==> src/rtl/miner_pkg.sv <==
// Shared definitions for the miner nonce sequencer: CSR map, bit positions and FSM states.
package miner_pkg;

  localparam int unsigned CSR_AW = 3;
  localparam int unsigned CSR_DW = 32;

  localparam logic [CSR_AW-1:0] ADDR_CTRL   = 3'd0;
  localparam logic [CSR_AW-1:0] ADDR_START  = 3'd1;
  localparam logic [CSR_AW-1:0] ADDR_END    = 3'd2;
  localparam logic [CSR_AW-1:0] ADDR_FOUND  = 3'd3;
  localparam logic [CSR_AW-1:0] ADDR_ISSUED = 3'd4;
  localparam logic [CSR_AW-1:0] ADDR_IRQ    = 3'd5;

  localparam int unsigned CTRL_START_BIT = 0;
  localparam int unsigned CTRL_STOP_BIT  = 1;
  localparam int unsigned CTRL_BSY_BIT   = 0;
  localparam int unsigned CTRL_FOUND_BIT = 1;
  localparam int unsigned CTRL_EXH_BIT   = 2;

  localparam int unsigned IRQ_EN_BIT   = 0;
  localparam int unsigned IRQ_PEND_BIT = 1;

  typedef enum logic [1:0] {
    ST_IDLE  = 2'd0,
    ST_RUN   = 2'd1,
    ST_DRAIN = 2'd2
  } state_t;

endpackage

==> src/rtl/miner_nonce_sequencer.sv <==
// Nonce issue/CSR control stage in front of the SHA3 miner core.
// Optional completion interrupt enabled by defining MINER_IRQ_EN.
module miner_nonce_sequencer
  import miner_pkg::*;
#(
  parameter int unsigned NONCE_W = 32,
  parameter int unsigned OUT_W   = 6
) (
  input  logic               clk,
  input  logic               reset_n,
  input  logic [CSR_AW-1:0]  avs_address,
  input  logic               avs_write,
  input  logic [CSR_DW-1:0]  avs_writedata,
  input  logic               avs_read,
  output logic [CSR_DW-1:0]  avs_readdata,
  output logic [NONCE_W-1:0] core_nonce,
  output logic               core_valid,
  input  logic               core_ready,
  input  logic               res_valid,
  input  logic               res_hit,
  input  logic [NONCE_W-1:0] res_nonce,
  output logic               bsy,
  output logic               irq
);

  localparam logic [OUT_W-1:0] OUT_MAX = '1;

  state_t             state_q, state_d;
  logic [NONCE_W-1:0] nonce_q, nonce_d;
  logic [NONCE_W-1:0] start_q, start_d;
  logic [NONCE_W-1:0] end_q, end_d;
  logic [NONCE_W-1:0] run_end_q, run_end_d;
  logic [NONCE_W-1:0] found_nonce_q, found_nonce_d;
  logic [CSR_DW-1:0]  issued_q, issued_d;
  logic [OUT_W-1:0]   inflight_q, inflight_d;
  logic [CSR_DW-1:0]  rdata_q, rdata_d;
  logic               found_q, found_d;
  logic               exh_q, exh_d;
  logic               valid_q, valid_d;
  logic               bsy_q, bsy_d;
`ifdef MINER_IRQ_EN
  logic               irq_en_q, irq_en_d;
  logic               irq_pend_q, irq_pend_d;
  logic               irq_q, irq_d;
`endif

  logic xfer_c, hit_c, wr_ctrl_c;

  assign xfer_c    = valid_q & core_ready;
  assign hit_c     = res_valid & res_hit & ~found_q & (state_q != ST_IDLE);
  assign wr_ctrl_c = avs_write & (avs_address == ADDR_CTRL);

  // Next-state, counters and CSR logic
  always_comb begin
    state_d       = state_q;
    nonce_d       = nonce_q;
    start_d       = start_q;
    end_d         = end_q;
    run_end_d     = run_end_q;
    found_nonce_d = found_nonce_q;
    issued_d      = issued_q;
    inflight_d    = inflight_q;
    rdata_d       = rdata_q;
    found_d       = found_q;
    exh_d         = exh_q;
`ifdef MINER_IRQ_EN
    irq_en_d      = irq_en_q;
    irq_pend_d    = irq_pend_q;
`endif

    // Result without any outstanding transfer is a protocol error: hold at 0.
    case ({xfer_c, res_valid})
      2'b10:   inflight_d = inflight_q + OUT_W'(1);
      2'b01:   if (inflight_q != '0) inflight_d = inflight_q - OUT_W'(1);
      default: inflight_d = inflight_q;
    endcase

    if (xfer_c) begin
      nonce_d  = nonce_q + NONCE_W'(1);
      issued_d = issued_q + CSR_DW'(1);
    end

    if (avs_write && avs_address == ADDR_START) start_d = NONCE_W'(avs_writedata);
    if (avs_write && avs_address == ADDR_END)   end_d   = NONCE_W'(avs_writedata);

    case (state_q)
      ST_IDLE: begin
        if (wr_ctrl_c && avs_writedata[CTRL_START_BIT]) begin
          if (start_q <= end_q) begin
            found_d   = 1'b0;
            exh_d     = 1'b0;
            issued_d  = '0;
            nonce_d   = start_q;
            run_end_d = end_q;
            state_d   = ST_RUN;
          end else begin
            exh_d = 1'b1;
          end
        end
      end
      ST_RUN: begin
        // Equality compare so an all-ones end never wraps back to zero.
        if (xfer_c && nonce_q == run_end_q) begin
          exh_d   = 1'b1;
          state_d = ST_DRAIN;
        end
        if (wr_ctrl_c && avs_writedata[CTRL_STOP_BIT]) state_d = ST_DRAIN;
      end
      ST_DRAIN: begin
        if (inflight_d == '0) state_d = ST_IDLE;
      end
      default: state_d = ST_IDLE;
    endcase

    if (hit_c) begin
      found_d       = 1'b1;
      found_nonce_d = res_nonce;
      if (state_q == ST_RUN) state_d = ST_DRAIN;
    end

`ifdef MINER_IRQ_EN
    if (avs_write && avs_address == ADDR_IRQ) begin
      irq_en_d = avs_writedata[IRQ_EN_BIT];
      if (avs_writedata[IRQ_PEND_BIT]) irq_pend_d = 1'b0;
    end
    if (state_q == ST_DRAIN && state_d == ST_IDLE) irq_pend_d = 1'b1;
    irq_d = irq_en_d & irq_pend_d;
`endif

    valid_d = (state_d == ST_RUN) && (inflight_d != OUT_MAX);
    bsy_d   = (state_d != ST_IDLE);

    if (avs_read) begin
      rdata_d = '0;
      case (avs_address)
        ADDR_CTRL: begin
          rdata_d[CTRL_BSY_BIT]   = bsy_q;
          rdata_d[CTRL_FOUND_BIT] = found_q;
          rdata_d[CTRL_EXH_BIT]   = exh_q;
        end
        ADDR_START:  rdata_d = CSR_DW'(start_q);
        ADDR_END:    rdata_d = CSR_DW'(end_q);
        ADDR_FOUND:  rdata_d = CSR_DW'(found_nonce_q);
        ADDR_ISSUED: rdata_d = issued_q;
`ifdef MINER_IRQ_EN
        ADDR_IRQ: begin
          rdata_d[IRQ_EN_BIT]   = irq_en_q;
          rdata_d[IRQ_PEND_BIT] = irq_pend_q;
        end
`endif
        default: rdata_d = '0;
      endcase
    end
  end

  always_ff @(posedge clk or negedge reset_n) begin
    if (!reset_n) begin
      state_q       <= ST_IDLE;
      nonce_q       <= '0;
      start_q       <= '0;
      end_q         <= '0;
      run_end_q     <= '0;
      found_nonce_q <= '0;
      issued_q      <= '0;
      inflight_q    <= '0;
      rdata_q       <= '0;
      found_q       <= 1'b0;
      exh_q         <= 1'b0;
      valid_q       <= 1'b0;
      bsy_q         <= 1'b0;
`ifdef MINER_IRQ_EN
      irq_en_q      <= 1'b0;
      irq_pend_q    <= 1'b0;
      irq_q         <= 1'b0;
`endif
    end else begin
      state_q       <= state_d;
      nonce_q       <= nonce_d;
      start_q       <= start_d;
      end_q         <= end_d;
      run_end_q     <= run_end_d;
      found_nonce_q <= found_nonce_d;
      issued_q      <= issued_d;
      inflight_q    <= inflight_d;
      rdata_q       <= rdata_d;
      found_q       <= found_d;
      exh_q         <= exh_d;
      valid_q       <= valid_d;
      bsy_q         <= bsy_d;
`ifdef MINER_IRQ_EN
      irq_en_q      <= irq_en_d;
      irq_pend_q    <= irq_pend_d;
      irq_q         <= irq_d;
`endif
    end
  end

  assign avs_readdata = rdata_q;
  assign core_nonce   = nonce_q;
  assign core_valid   = valid_q;
  assign bsy          = bsy_q;
`ifdef MINER_IRQ_EN
  assign irq = irq_q;
`else
  assign irq = 1'b0;
`endif

endmodule
==> config.mk <==
export PLATFORM = sky130hd
export DESIGN_NAME = miner_nonce_sequencer
export DESIGN_NICKNAME = d
export VERILOG_FILES = /design/src/rtl/miner_pkg.sv /design/src/rtl/miner_nonce_sequencer.sv
export SDC_FILE = /design/constraint.sdc
export NUM_CORES = 1
export LEC_CHECK = 0
export CAP_MARGIN = 20
export CORE_MARGIN = 4
export CORE_UTILIZATION = 41
export DETAILED_ROUTE_END_ITERATION = 16
export GPL_TIMING_DRIVEN = 0
export PLACE_DENSITY = 0.72
export SLEW_MARGIN = 30
export SYNTH_ARGS = -nofsm -noshare
export SYNTH_HDL_FRONTEND = slang
export SYNTH_SLANG_ARGS = --single-unit
==> constraint.sdc <==
create_clock -name clk -period 6.25 [get_ports clk]
set_input_delay 1.25 -clock clk [delete_from_list [all_inputs] [get_ports clk]]
set_output_delay 1.25 -clock clk [all_outputs]
set_load 0.005 [all_outputs]
==> impl_metrics.csv, run 1 <==
group,metric,value,unit
outcome,status,"finished clean",
power_and_ir_drop,clockPowerShare,0.271,
power_and_ir_drop,ir_drop,0.1945,mV
clock_network,cts_tree,"done",
timing,tightestPinTransition,1.024,ns
setup_path,cp-startpoint,"core_ready",
power_and_ir_drop,intPower,3.957,mW
grt,grt_overflow,0,
logic_synthesis,yosysSeqAreaShare,0.4968,
cells_and_area,drive_gt1_frac,0.1653,
timing,maxSlewViolCount,0,
setup_path,critPathMaxFanout,10,
min_path,hold_path.class,"flop to flop",
logic_synthesis,synth_top_area_frac,0.4968,
clock_network,cts_buffers,26,
floorplanning,die_y,178.3,um
timing,fin_crit,3.852,ns
setup_path,worstPathArrival,4.29,ns
setup_path,crit_buf_inv,3,
drt,vias,9232,
clock_network,cts_resized,0,
logic_synthesis,synth_common_cells,"dfrtp_1, mux2_2, nand2_1",
drt,post_drt_wl_per_cell,21.25,um
setup_path,path_class,"input port to flop",
drt,via_per_inst,5.602,
logic_synthesis,synth_warnings,0,
timing,hold_violations,0,
grt,grt_pass1_vias,9469,
grt,grt_use_total,0.2199,
timing,setup_violations,0,
cells_and_area,final_cell_area,14750,um^2
job,drv_cap,0,
setup_path,r2r_start,"core_valid",
floorplanning,start_util,0.4152,
floorplanning,core,28630,um^2
place,port_buffers,137,
floorplanning,rows,62,
timing,max_slew_margin,0.3112,
clock_network,clk_latency,0.53,ns
setup_path,critPathSlowestCell,"clkdlybuf4s50_1",
clock_network,ctsHoldBuffers,0,
setup_path,rrSetupSlack,3.17,ns
logic_synthesis,async_flop_share,1.000,
clock_network,cts_root_buf,"clkbuf_16",
clock_network,cts.clk_slew.worst_paths,0.06,ns
setup_path,timing.rr.end,"core_valid",
logic_synthesis,ys.flop_type,"dfrtp_1",
timing,fin_ws,2.398,ns
logic_synthesis,synth_largest_area_cell,"dfrtp_1",
cells_and_area,final_util,0.5154,
floorplanning,die_area,31780,um^2
power_and_ir_drop,p_per_area,399.1,nW/um^2
setup_path,crit_required,6.69,ns
timing,fmax,0.2596,GHz
power_and_ir_drop,leakage,6.342,nW
clock_network,post_cts_buffers,0,
timing,holdWs,0.4948,ns
logic_synthesis,synth_seq_cells,236,
setup_path,path_cells,"clkdlybuf4s50_1 -> nand2_1 -> inv_2 -> ha_1 -> clkbuf_1 -> a211oi_1 -> o32ai_1 -> nor4_1 -> a41oi_1 -> a211o_1 -> a211oi_2",
grt,grt_max_degree,80,
place,place_hpwl,25240,um
setup_path,max_stage_delay,0.56,ns
cells_and_area,fillers,2494,
logic_synthesis,synth.area.top_cells,"dfrtp_1, mux2_2, xnor2_1, ha_1, a221oi_1",
place,place_area,13830,um^2
logic_synthesis,synth_edf_count,0,
cells_and_area,diodes,0,
timing,finalClockSkew,0.01452,ns
logic_synthesis,synth_cell_types,58,
setup_path,cp.depth,11,
place,pre_cts_ws,1.892,ns
power_and_ir_drop,swShare,0.3280,
clock_network,cts.sinks,236,
drt,drt_iter0_markers,882,
cells_and_area,nets,1357,
drt,ant_nets,0,
clock_network,htree_levels,1,
setup_path,worst_setup_path_start_kind,"input port",
drt,firstDrtPassIters,5,
grt,grt_pass1_wl,54200,um
logic_synthesis,synthCells,1075,
power_and_ir_drop,pwr-share-comb,0.307,
cells_and_area,final_cell_count_no_fill,1648,
setup_path,reg2regPathDepth,9,
power_and_ir_drop,total_power,5.889,mW
drt,routed_wl,35020,um
timing,fin_tns_setup,0,ns
timing,rsz0062_at_grt,"false",
setup_path,critPathCapture,"core_valid",
logic_synthesis,yosysMostFrequentCell,"dfrtp_1",
place,gp_congestion,0.8724,
setup_path,cp_top_family,"compound AO/OA/AOI/OAI gates",
timing,fin_crit_sh,0.6164,
clock_network,clk_path_buf_depth,3,
setup_path,crit_path_end_kind,"flop",
floorplanning,pin_count,141,
drt,route.detailed.drc,0,
grt,antenna_found_initial,0,
place,place_inst,1599,
floorplanning,die_w,178.3,um
power_and_ir_drop,p_sw,1.931,mW
logic_synthesis,avgSynthCellArea,11.06,um^2
power_and_ir_drop,pwr-share-seq,0.422,
logic_synthesis,syn_nets,1188,
cells_and_area,synthToLayoutAreaGrowth,24.13,%
logic_synthesis,synth_area,11890,um^2
[power groups by stage]
stage	combinational, mW	clock [mW]	sequential (mW)
2_1_floorplan	1.11	0	2.35
3_5_place_dp	1.80	0	2.50
4_1_cts	1.81	1.62	2.48
3_3_place_gp	1.74	0	2.49
5_1_grt	1.98	1.68	2.55
6_report	1.81	1.60	2.49
[worst register-to-register path, stage by stage (launching register included)]
cell	delay, ns
dfrtp_1	0.45
nand2_1	0.28
inv_2	0.17
ha_1	0.40
clkbuf_1	0.40
o221ai_1	0.25
nor4_1	0.32
a41oi_1	0.17
a211o_1	0.36
a211oi_2	0.21
[area by class of cell]
type,instances,area [um^2],area share
Inverter,76,285.3,0.01934
Timing Repair Buffer,141,1464,0.09922
Tap cell,384,480.5,0.03256
Sequential cell,236,5906,0.4003
Multi-Input combinational cell,710,5458,0.3699
Clock inverter,11,118.9,0.008056
Buffer,53,249.0,0.01688
Clock buffer,37,793.3,0.05377
[logic make-up (layout without fill, tap and decap cells)]
| family | Yosys count | after routing | synth area share |
|---|---|---|---|
| buffers and inverters | 129 | 318 | 0.04495 |
| and+or+nand+nor | 259 | 259 | 0.1078 |
| other | 1 | 1 | 0.0003155 |
| AOI/OAI and AO/OA | 183 | 183 | 0.1087 |
| muxes | 134 | 134 | 0.1311 |
| DFF | 236 | 236 | 0.4968 |
| xor gates and xnor gates | 94 | 94 | 0.06926 |
| adders and majority gates | 39 | 39 | 0.04105 |
[flip-flops by register name, indices dropped and copies added, names as in the netlist]
register and count:
found_q 1, avs_readdata 32, issued_q 32, run_end_q 32, core_nonce 32, end_q 32, found_nonce_q 32, inflight_q 6
core_valid 1, exh_q 1, state_q 2, bsy 1, start_q 32
[cells in the final DEF, fill, tap and decap left out, drive strengths merged, types with 29 or more instances in the layout]
cell type,Yosys,layout
dfrtp,236,236
clkdlybuf4s50,0,136
o21ai,41,41
o22ai,29,29
a22o,29,29
nand3,36,36
nand2,76,76
inv,76,76
xnor2,68,68
ha,39,39
nor2,57,57
a221oi,34,34
clkbuf,34,72
nand4,33,33
mux2,128,128
[worst min-delay path by stage]
stage | cells past startpoint | slack (ns) | from | end
2_1_floorplan | 1 | 0.47 | found_q | found_q
3_3_place_gp | 1 | 0.48 | avs_readdata[0] | avs_readdata[0]
3_5_place_dp | 1 | 0.48 | avs_readdata[0] | avs_readdata[0]
4_1_cts | 1 | 0.50 | avs_readdata[0] | avs_readdata[0]
5_1_grt | 1 | 0.52 | avs_readdata[0] | avs_readdata[0]
6_report | 1 | 0.49 | avs_readdata[0] | avs_readdata[0]
[metal layers]
metal	global-route usage	routed length [um]	vias to the layer above	share of wire
li1	-	-	4183	-
met1	0.2960	14570	4619	0.42
met2	0.3572	16540	363	0.47
met3	0.04705	2877	67	0.082
met4	0.06972	1041	0	0.030
met5	0	0	-	0
Note: power is estimated with default switching activity, not from simulation.
==> run 2, diff against run 1 <==
Clock period 6.25 ns to 3.7 ns, I/O delays scaled along.
==> results of run 2 <==
Same layout as run 1 (identical final DEF). Status: finished clean.
Main changes from that run: setup slack after placement 1.892 ns -> -0.1484 ns; setup slack after layout 2.398 ns -> 0.3578 ns; hold slack 0.4948 ns -> 0.04648 ns; register-to-register setup slack 3.17 ns -> 0.62 ns; total power 5.889 mW -> 9.947 mW; worst IR drop on VDD 0.1945 mV -> 0.3285 mV
==> run 3, diff against run 2 <==
Settings changed: SLEW_MARGIN 30 to 20.
==> run 3 against run 2 <==
Worst setup slack lost 0.029 ns. Cell count shrank 0.36%. Clock-buffer cell count shrank 2. Cell area shrank 0.97%. Combinational power is essentially flat. Via count grew 1.1%. Die area is the same. First-iteration DRC count shrank 1.4%. Routed wire length grew 1.2%. Largest power group unchanged. Clock skew grew 0.010 ns.
==> impl_metrics.csv, run 3 (synthesis gave the netlist of run 1 again) <==
group,metric,value,unit
outcome,status,"finished clean",
setup_path,crit_required,4.13,ns
place,pre_cts_ws,-0.1216,ns
timing,fmax,0.2966,GHz
timing,max_slew_margin,0.3172,
drt,met2_wirelength,16510,um
cells_and_area,nets,1354,
setup_path,worstPathArrival,3.80,ns
job,drv_cap,0,
clock_network,cts.sinks,236,
timing,setup_violations,0,
clock_network,cts_root_buf,"clkbuf_16",
grt,grt_max_degree,97,
grt,grt_pass1_wl,54080,um
timing,rsz0062_at_grt,"false",
setup_path,critPathMaxFanout,10,
floorplanning,die_area,31780,um^2
place,gp_congestion,0.8724,
timing,fin_crit_sh,0.9111,
cells_and_area,mostFrequentLayoutCell,"dfrtp_1",
clock_network,cts_tree,"done",
clock_network,clk_path_buf_depth,3,
timing,maxSlewViolCount,0,
grt,grt_pass1_vias,9432,
clock_network,ctsHoldBuffers,0,
grt,antenna_found_initial,0,
cells_and_area,final_cell_count_no_fill,1642,
timing,fin_crit,3.371,ns
clock_network,cts.clk_slew.worst_paths,0.06,ns
drt,routed_wl,35430,um
cells_and_area,drive_gt1_frac,0.1582,
floorplanning,start_util,0.4152,
clock_network,cts_buffers,25,
cells_and_area,synthToLayoutAreaGrowth,22.93,%
cells_and_area,final_cell_area,14610,um^2
floorplanning,die_y,178.3,um
floorplanning,die_w,178.3,um
timing,tightestPinTransition,1.024,ns
grt,grt_overflow,0,
setup_path,crit_path_end_kind,"flop",
clock_network,post_cts_buffers,0,
clock_network,htree_levels,1,
drt,firstDrtPassIters,5,
place,place_area,13800,um^2
floorplanning,rows,62,
setup_path,path_class,"input port to flop",
place,port_buffers,137,
power_and_ir_drop,p_per_area,668.0,nW/um^2
drt,m1WireLength,14900,um
power_and_ir_drop,ir_drop,0.3335,mV
cells_and_area,fillers,2461,
timing,fin_ws,0.3290,ns
floorplanning,pin_count,141,
timing,finalClockSkew,0.02473,ns
drt,via_per_inst,5.682,
place,place_inst,1598,
place,place_hpwl,25160,um
grt,grt_use_total,0.2192,
timing,hold_violations,0,
setup_path,reg2regPathDepth,7,
cells_and_area,diodes,0,
clock_network,clk_latency,0.53,ns
floorplanning,core,28630,um^2
drt,vias,9330,
drt,ant_nets,0,
drt,route.detailed.drc,0,
power_and_ir_drop,leakage,6.269,nW
drt,dr_wl_met3,2621,um
cells_and_area,final_cell_mix,"dfrtp_1, clkdlybuf4s50_1, mux2_2",
timing,fin_tns_setup,0,ns
drt,top_layer_used,"met4",
drt,post_drt_wl_per_cell,21.57,um
setup_path,worst_setup_path_start_kind,"input port",
min_path,hold_path.class,"input port to asynchronous set/reset pin",
clock_network,cts_resized,0,
drt,drt_iter0_markers,870,
## run 3: final timing paths
kind | end | slack [ns] | start
min | avs_readdata[24] | 0.11 | reset_n
max | core_valid | 0.33 | core_ready
min reg2reg | avs_readdata[0] | 0.49 | avs_readdata[0]
min in group clk | avs_readdata[0] | 0.49 | avs_readdata[0]
max reg2reg | issued_q[4] | 0.45 | start_q[30]
max in group asynchronous | found_nonce_q[9] | 2.74 | reset_n
## run 3: routing by layer
metal | up-vias | track usage
met5 | - | 0
met4 | 0 | 0.08762
met3 | 77 | 0.04154
met2 | 375 | 0.3497
met1 | 4703 | 0.2965
li1 | 4175 | -
## run 3: final cells by class
class / count / area, um^2 / share of cell area
Buffer: 53 / 249.0 / 0.01704
Clock buffer: 35 / 703.2 / 0.04812
Clock inverter: 9 / 98.84 / 0.006765
Inverter: 76 / 285.3 / 0.01952
Multi-Input combinational cell: 710 / 5458 / 0.3735
Sequential cell: 236 / 5906 / 0.4042
Tap cell: 384 / 480.5 / 0.03288
Timing Repair Buffer: 139 / 1431 / 0.09796
## run 3: worst max-delay path, stage by stage
cell and delay, ns:
clkdlybuf4s50_1 0.56, nand2_1 0.24, inv_2 0.24, ha_1 0.32
clkbuf_1 0.25, a211oi_1 0.28, o32ai_1 0.14, nor4_1 0.28
a41oi_1 0.18, a211o_1 0.36, a211oi_2 0.21
## run 3: where the power goes
| group | total [mW] | switching [mW] | internal [mW] |
|---|---|---|---|
| Clock | 2.50 | 1.04 | 1.46 |
| Combinational | 3.06 | 1.36 | 1.70 |
| Sequential | 4.20 | 0.848 | 3.35 |
## run 3: stage by stage
stage / hold WS (ns) / power, mW / util
after floorplan: 0.4444 / 5.850 / -
after global placement: 0.4755 / 7.133 / 0.4799
after detailed placement: 0.4807 / 7.252 / 0.4823
after CTS: 0.1264 / 9.762 / 0.5103
after global routing: 0.1476 / 10.24 / 0.5104
final: 0.1141 / 9.761 / 0.5104
